File: src/rtl/booth_product_accumulator.sv
// Sums frames of up to N_TERMS signed Booth products and presents each total on a valid/ready output.
// Optional macro SATURATE_EN: clamp the accumulator on signed overflow instead of wrapping.
module booth_product_accumulator #(
    parameter int PROD_W  = 8,
    parameter int ACC_W   = 16,
    parameter int N_TERMS = 4
) (
    input  logic                             clk,
    input  logic                             rst_n,
    input  logic                             in_valid,
    output logic                             in_ready,
    input  logic signed [PROD_W-1:0]         in_prod,
    input  logic                             in_last,
    output logic                             out_valid,
    input  logic                             out_ready,
    output logic signed [ACC_W-1:0]          out_sum,
    output logic [$clog2(N_TERMS+1)-1:0]     out_count,
    output logic                             out_ovf
);

    localparam int CNT_W = $clog2(N_TERMS + 1);

    typedef enum logic {
        ACCUM,
        HOLD
    } state_t;

    state_t                  r_state;
    logic signed [ACC_W-1:0] r_acc;
    logic [CNT_W-1:0]        r_cnt;
    logic                    r_ovf;
    logic                    r_outValid;
    logic signed [ACC_W-1:0] r_outSum;
    logic [CNT_W-1:0]        r_outCount;
    logic                    r_outOvf;

    logic signed [ACC_W-1:0] w_prodExt;
    logic signed [ACC_W-1:0] w_rawSum;
    logic signed [ACC_W-1:0] w_nextAcc;
    logic [CNT_W-1:0]        w_nextCnt;
    logic                    w_addOvf;
    logic                    w_nextOvf;
    logic                    w_accept;
    logic                    w_frameEnd;

    assign in_ready  = rst_n && (r_state == ACCUM);
    assign w_accept  = in_valid && in_ready;

    // Overflow: both addends share a sign and the sum's sign differs from it.
    assign w_prodExt = ACC_W'(in_prod);
    assign w_rawSum  = r_acc + w_prodExt;
    assign w_addOvf  = (r_acc[ACC_W-1] == w_prodExt[ACC_W-1]) &&
                       (w_rawSum[ACC_W-1] != r_acc[ACC_W-1]);
    assign w_nextOvf = r_ovf | w_addOvf;
    assign w_nextCnt = r_cnt + CNT_W'(1);
    assign w_frameEnd = (r_cnt == CNT_W'(N_TERMS - 1)) || in_last;

`ifdef SATURATE_EN
    localparam logic signed [ACC_W-1:0] ACC_MAX = {1'b0, {(ACC_W-1){1'b1}}};
    localparam logic signed [ACC_W-1:0] ACC_MIN = {1'b1, {(ACC_W-1){1'b0}}};

    assign w_nextAcc = w_addOvf ? (r_acc[ACC_W-1] ? ACC_MIN : ACC_MAX) : w_rawSum;
`else
    assign w_nextAcc = w_rawSum;
`endif

    always_ff @(posedge clk) begin
        if (!rst_n) begin
            r_state    <= ACCUM;
            r_acc      <= '0;
            r_cnt      <= '0;
            r_ovf      <= 1'b0;
            r_outValid <= 1'b0;
            r_outSum   <= '0;
            r_outCount <= '0;
            r_outOvf   <= 1'b0;
        end else begin
            case (r_state)
                ACCUM: begin
                    if (w_accept) begin
                        r_acc <= w_nextAcc;
                        r_cnt <= w_nextCnt;
                        r_ovf <= w_nextOvf;
                        if (w_frameEnd) begin
                            r_state    <= HOLD;
                            r_outValid <= 1'b1;
                            r_outSum   <= w_nextAcc;
                            r_outCount <= w_nextCnt;
                            r_outOvf   <= w_nextOvf;
                        end
                    end
                end
                HOLD: begin
                    // Partial state is cleared only once the consumer has taken the frame.
                    if (out_ready) begin
                        r_state    <= ACCUM;
                        r_outValid <= 1'b0;
                        r_acc      <= '0;
                        r_cnt      <= '0;
                        r_ovf      <= 1'b0;
                    end
                end
                default: r_state <= ACCUM;
            endcase
        end
    end

    assign out_valid = r_outValid;
    assign out_sum   = r_outSum;
    assign out_count = r_outCount;
    assign out_ovf   = r_outOvf;

endmodule

File: config.mk
export PLATFORM = sky130hd
export DESIGN_NAME = booth_product_accumulator
export DESIGN_NICKNAME = d
export VERILOG_FILES = /design/src/rtl/booth_product_accumulator.sv
export SDC_FILE = /design/constraint.sdc
export NUM_CORES = 1
export LEC_CHECK = 0
export BUFFER_PORTS_ARGS = -buffer_cell sky130_fd_sc_hd__buf_2
export CAP_MARGIN = 20
export CORE_MARGIN = 2
export CORE_UTILIZATION = 43
export DETAILED_ROUTE_END_ITERATION = 10
export GPL_ROUTABILITY_DRIVEN = 0
export PLACE_DENSITY_LB_ADDON = 0.05
export REMOVE_ABC_BUFFERS = 1
export SETUP_SLACK_MARGIN = 0.4
export SLEW_MARGIN = 20
export SYNTH_ARGS = -nofsm -noshare
export SYNTH_HDL_FRONTEND = slang
export SYNTH_SLANG_ARGS = --single-unit
File: constraint.sdc
create_clock -name clk -period 2.4 [get_ports clk]
set_input_delay 0.36 -clock clk [delete_from_list [all_inputs] [get_ports clk]]
set_output_delay 0.36 -clock clk [all_outputs]
set_load 0.05 [all_outputs]
After elaboration in Yosys (flattened, before gate mapping)

Cells that the tools add are included.

Bits in registers: 42
Input port bits: 13
Output and inout port bits: 22
Logic and storage cells: 41

Add/subtract/negate cells: 2
Eq/ne operators: 6
Multiplexer cells: 16
Bitwise logic cells: 2
Reduce and logical (&&, ||, !) cells: 7

Operator list:

| kind                                                                   | count |
|---|---|
| 16-bit 2-to-1 mux                                                      | 2 |
| 16-bit one-hot mux with 2 select lines                                 | 1 |
| 16-bit by 8-bit adder with 16-bit output                               | 1 |
| 1-bit 2-to-1 mux                                                       | 7 |
| 3-bit 2-to-1 mux                                                       | 2 |
| 2-bit != test (second input constant)                                  | 3 |
| 1-bit one-hot mux with 2 select lines                                  | 3 |
| 3-bit one-hot mux with 2 select lines                                  | 1 |
| 3-bit AND reduction                                                    | 2 |
| 3-bit by 1-bit adder with 3-bit output (second input constant)         | 1 |
| 3-bit by 2-bit equality test with 1-bit output (second input constant) | 1 |
| 1-bit logical AND                                                      | 3 |
| 2-bit AND reduction                                                    | 1 |
| 1-bit equality test                                                    | 1 |
| 1-bit logical OR                                                       | 1 |
| 1-bit != test                                                          | 1 |
| 1-bit inverter                                                         | 1 |
| 1-bit bitwise OR                                                       | 1 |

Longest topological paths before layout

Depth in word-level cells: 6
Gate-level depth with buffers: 10
Depth with buffers taken out: 10

Worst setup path after synthesis

No wires, ideal clock.

Kind: input to register
Start point: in in_prod[7]
End point: reg r_acc[15]
Setup time: 73 ps
Arrival time: 2262 ps
Required time: 2327 ps
Path slack: 65 ps
Cell stages on the path: 9
Buffers on the path: 1
Cell sequence: ha_1 > a21o_1 > a21o_1 > a2111oi_2 > or3_1 > buf_6 > a21boi_2 > or4b_1 > o211ai_2

Word-level cells in the longest chain between the ends: 3

RTL lines:

| what                                     | line | text |
|---|---|---|
| from (decl)                              | 12   | `input logic signed [PROD_W-1:0] in_prod,` |
| 16-bit by 8-bit adder with 16-bit output | 51   | `assign w_rawSum = r_acc + w_prodExt;` |
| 16-bit 2-to-1 mux                        | 80   | `if (w_accept) begin` |
| 16-bit one-hot mux with 2 select lines   | 78   | `case (r_state)` |
| to (signal assigned)                     | 81   | `r_acc <= w_nextAcc;` |
| to (decl)                                | 29   | `logic signed [ACC_W-1:0] r_acc;` |

No other way between the ends. The select of a mux whose other input is x is not followed.
A chain may end at the register's enable or synchronous reset.

Final worst setup path

Start point: reg r_acc[10]
End point: reg r_acc[15]

Word-level cells in the longest chain between the ends: 3

RTL lines:

| what                                     | line |
|---|---|
| 16-bit by 8-bit adder with 16-bit output | 51 |
| 16-bit 2-to-1 mux                        | 80 |
| 16-bit one-hot mux with 2 select lines   | 78 |

No other way between the ends. The select of a mux whose other input is x is not followed.

==> results_dict.tcl <==
set metrics [dict create \
    timing.slew.headroom_pct 70.20 \
    number_of_antenna_violations_at_the_first_check_in_global_routing 0 \
    global_route_wire_length_before_repair_um 9204 \
    vdd_drop_max_mv 0.3716 \
    synth_sequential_area_ratio_pct 36.50 \
    fin_skew_ns 0.006337 \
    drive_gt1_share_pct 31.38 \
    first_pass_iters 6 \
    grt_overflow 0 \
    crit_cells 8 \
    sw_frac_of_total_pct 34.14 \
    final_cells 395 \
    worst_setup_path_end_kind "flip-flop" \
    critical_path_cell_sequence "ha_4 -> a21o_1 -> a21o_1 -> a2111oi_4 -> or3_4 -> a21boi_2 -> or4b_1 -> o211ai_2" \
    critical_path.slowest_cell "sky130_fd_sc_hd__or4b_1" \
    tns_ns 0 \
    chipHeight_um 77.19 \
    finalNetCount 355 \
    clk_path_buf_depth 2 \
    p_comb_share_pct 36.0 \
    crit_fanout 3 \
    antenna-diode-count 0 \
    report.final.hold_viol_count 0 \
    layout_worst_path_cycle_share_pct 88.74 \
    maximum_level_of_the_cts_h_tree 2 \
    worst_skew_pair.late_latency_ns 0.30 \
    timing.critical_path.arrival_ns 2.37 \
    io_pins 35 \
    pin_count_of_the_biggest_net_entering_global_routing 24 \
    drc_errors 0 \
    synthCells 266 \
    synth_async_sr_flop_share_pct 0 \
    worst-endpoint-required_ns 2.64 \
    power.static_leakage_nw 1.344 \
    grt_pass1_vias 1956 \
    post_synth.cell_area_avg_um2 8.660 \
    tritoncts.num_buffers 5 \
    core.rowCount 26 \
    cts_root_buf "sky130_fd_sc_hd__clkbuf_8" \
    worst_r2r_startpoint "r_acc[10]" \
    synth_top_cell_area_share_pct 36.50 \
    synthDominantAreaCellType "sky130_fd_sc_hd__dfxtp_1" \
    reg2reg_depth 8 \
    detailed_place_hpwl_um 3979 \
    drt_iter0_drc 79 \
    min_path_type "in -> reg" \
    cell_seen_most_often_among_critical_path_stages "sky130_fd_sc_hd__a21o_1" \
    whs_endpoint "r_state" \
    run_status "completed" \
    route.detailed.vias_per_inst 5.261 \
    vias 2078 \
    share_clk_of_total_power_pct 26.5 \
    synth_edf_count 0 \
    mostFrequentLayoutCells "39 x sky130_fd_sc_hd__nand2_1, 39 x sky130_fd_sc_hd__dfxtp_1, 34 x sky130_fd_sc_hd__buf_2" \
    synth_ff_type "sky130_fd_sc_hd__dfxtp_1" \
    grt.total_usage_pct 19.41 \
    cts.reportedPaths.clkPinSlew_ns 0.08 \
    reg2reg_slack_ns 0.27 \
    die-width_um 77.19 \
    timing.max_cap.violations 0 \
    start_util_pct 44.81 \
    power_switching_w 0.0007343 \
    area.growth.synth_to_final_pct 29.88 \
    worst_path_dominant_cell_family "compound AO/OA/AOI/OAI gates" \
    timing.critical_path.buf_inv 0 \
    period_minus_slack_ns 2.130 \
    timing_worst_slew_pin_value_ns 0.4470 \
    critPathMaxStageDelay_ns 0.52 \
    critPathLaunchType "flip-flop" \
    numPlacedInstances 381 \
    flop_and_latch_count_out_of_synthesis 42 \
    hold_depth 3 \
    critical_path_class "reg -> reg" \
    io_buffer_count 34 \
    cellPowerDensity_nw_per_um2 719.0 \
    die-area_um2 5958 \
    yosys-top-cells-area "sky130_fd_sc_hd__dfxtp_1 37%, sky130_fd_sc_hd__ha_1 9.2%, sky130_fd_sc_hd__nand2_1 6.5%, sky130_fd_sc_hd__o21ai_0 5.0%, sky130_fd_sc_hd__a21boi_0 3.3%" \
    min_from "out_ready" \
    drv_slew 0 \
    final.fill_count 490 \
    yosys_warnings 0 \
    timing.final.setup_violations 0 \
    route.detailed.wl_per_inst_um 14.19 \
    final_antenna_net_count 0 \
    max_clock_freq_mhz 469.5 \
    post_synth_instance_area_um2 2303 \
    rsz_0062_raised_after_global_routing "yes" \
    wirelength_um 5606 \
    reg2reg_to "r_acc[15]" \
    numClockSinks 42 \
    power.share.sequential_pct 37.5 \
    power_report.internal_total_w 0.001417 \
    yosysUniqueCellTypes 48 \
    core_ar_um2 5140 \
    tritoncts "done" \
]
==> logic make-up (layout without fill, tap and decap cells) <==
kind of cell	Yosys count	count (layout)	synth area share, %
AO/OA/AOI/OAI	83	83	25.04
multiplexers	2	2	0.8691
AND/OR/NAND/NOR	92	92	18.90
flip-flops	42	42	36.50
XOR/XNOR	13	13	4.943
buffers and inverters	16	75	3.639
adder cells (fa/ha/maj)	18	18	10.10
==> registers in the layout, summed over array words and instances (netlist names) <==
signal     count
out_count      3
r_state        1
r_acc         16
out_ovf        1
out_valid      1
out_sum       16
r_ovf          1
r_cnt          3
==> stage by stage <==
stage | worst slack [ns] | utilization (%) | total power [W] | area [um2] | hold WS, ns
final | 0.2702 | 58.20 | 0.002151 | 2992 | 0.3444
after global placement | 0.002236 | 51.78 | 0.001464 | 2661 | 0.4467
after detailed placement | -0.05243 | 51.78 | 0.001470 | 2661 | 0.4499
after CTS | 0.2599 | 55.67 | 0.002079 | 2861 | 0.3488
after floorplan | 0.04529 | - | 0.001278 | 2238 | 0.4291
after global routing | 0.2028 | 58.20 | 0.002276 | 2992 | 0.3678
==> worst min-delay path, cell delays in order <==
cell	delay (ns)
sky130_fd_sc_hd__buf_2	0.09
sky130_fd_sc_hd__nand2b_1	0.09
sky130_fd_sc_hd__a21boi_0	0.06
==> repair_timing <==
action                                 in CTS  in global routing
setup endpoints to repair                  16                 19
hold buffers                                0                  0
endpoints found under the hold margin       0                  0
pin swaps                                  11                 15
resized for setup                          19                 20
buffers inserted                            2                  4
==> worst max path at each step <==
stage | start | to | slack (ns)
6_report | r_acc[10] | r_acc[15] | 0.27
5_1_grt | r_acc[10] | r_acc[15] | 0.20
4_1_cts | r_acc[10] | r_acc[15] | 0.26
3_5_place_dp | in_prod[7] | r_acc[15] | -0.05
3_3_place_gp | in_prod[7] | r_acc[15] | 0.002
2_1_floorplan | r_cnt[0] | out_sum[15] | 0.05
==> cell usage after synthesis, types with 2 or more instances <==
library cell / n
sky130_fd_sc_hd__ha_1: 17
sky130_fd_sc_hd__nand2_1: 40
sky130_fd_sc_hd__a22o_1: 2
sky130_fd_sc_hd__a21boi_0: 10
sky130_fd_sc_hd__nor2b_1: 12
sky130_fd_sc_hd__o211a_1: 4
sky130_fd_sc_hd__a21oi_1: 15
sky130_fd_sc_hd__nor2_1: 16
sky130_fd_sc_hd__a211oi_1: 2
sky130_fd_sc_hd__and3_1: 2
sky130_fd_sc_hd__a22oi_1: 6
sky130_fd_sc_hd__dfxtp_1: 42
sky130_fd_sc_hd__nand3_1: 7
sky130_fd_sc_hd__nor3_1: 2
sky130_fd_sc_hd__clkbuf_1: 7
sky130_fd_sc_hd__o21a_1: 2
sky130_fd_sc_hd__inv_1: 5
sky130_fd_sc_hd__and3_2: 2
sky130_fd_sc_hd__mux2i_1: 2
sky130_fd_sc_hd__o21ai_0: 23
sky130_fd_sc_hd__and2_1: 2
sky130_fd_sc_hd__nand2b_1: 2
sky130_fd_sc_hd__a21o_1: 5
sky130_fd_sc_hd__xnor2_1: 8
sky130_fd_sc_hd__xor2_1: 5
sky130_fd_sc_hd__buf_6: 3
sky130_fd_sc_hd__o21bai_1: 2
==> routing by layer <==
metal / track usage, % / vias up / wire [um]
met2: 33.04 / 34 / 2785
met4: 6.786 / 0 / 79
li1: - / 1063 / -
met5: 0 / - / 0
met1: 23.96 / 974 / 2586
met3: 4.471 / 7 / 155
==> power groups by stage <==
stage	Clock (W)	Combinational, W	Sequential, W
2_1_floorplan	0	0.000381	0.000897
3_3_place_gp	0	0.000648	0.000816
3_5_place_dp	0	0.000653	0.000817
4_1_cts	0.000584	0.000691	0.000805
5_1_grt	0.000610	0.000850	0.000817
6_report	0.000569	0.000775	0.000807
==> cell type report <==
type,count,area (um2),area share (%)
Clock buffer,5,68.82,2.300
Clock inverter,3,40.04,1.338
Multi-Input combinational cell,208,1548,51.74
Sequential cell,42,844.6,28.23
Timing Repair Buffer,62,384.1,12.84
Tap cell,70,87.58,2.928
Inverter,5,18.77,0.6274
No activity file was read; power rests on OpenSTA's default activity.
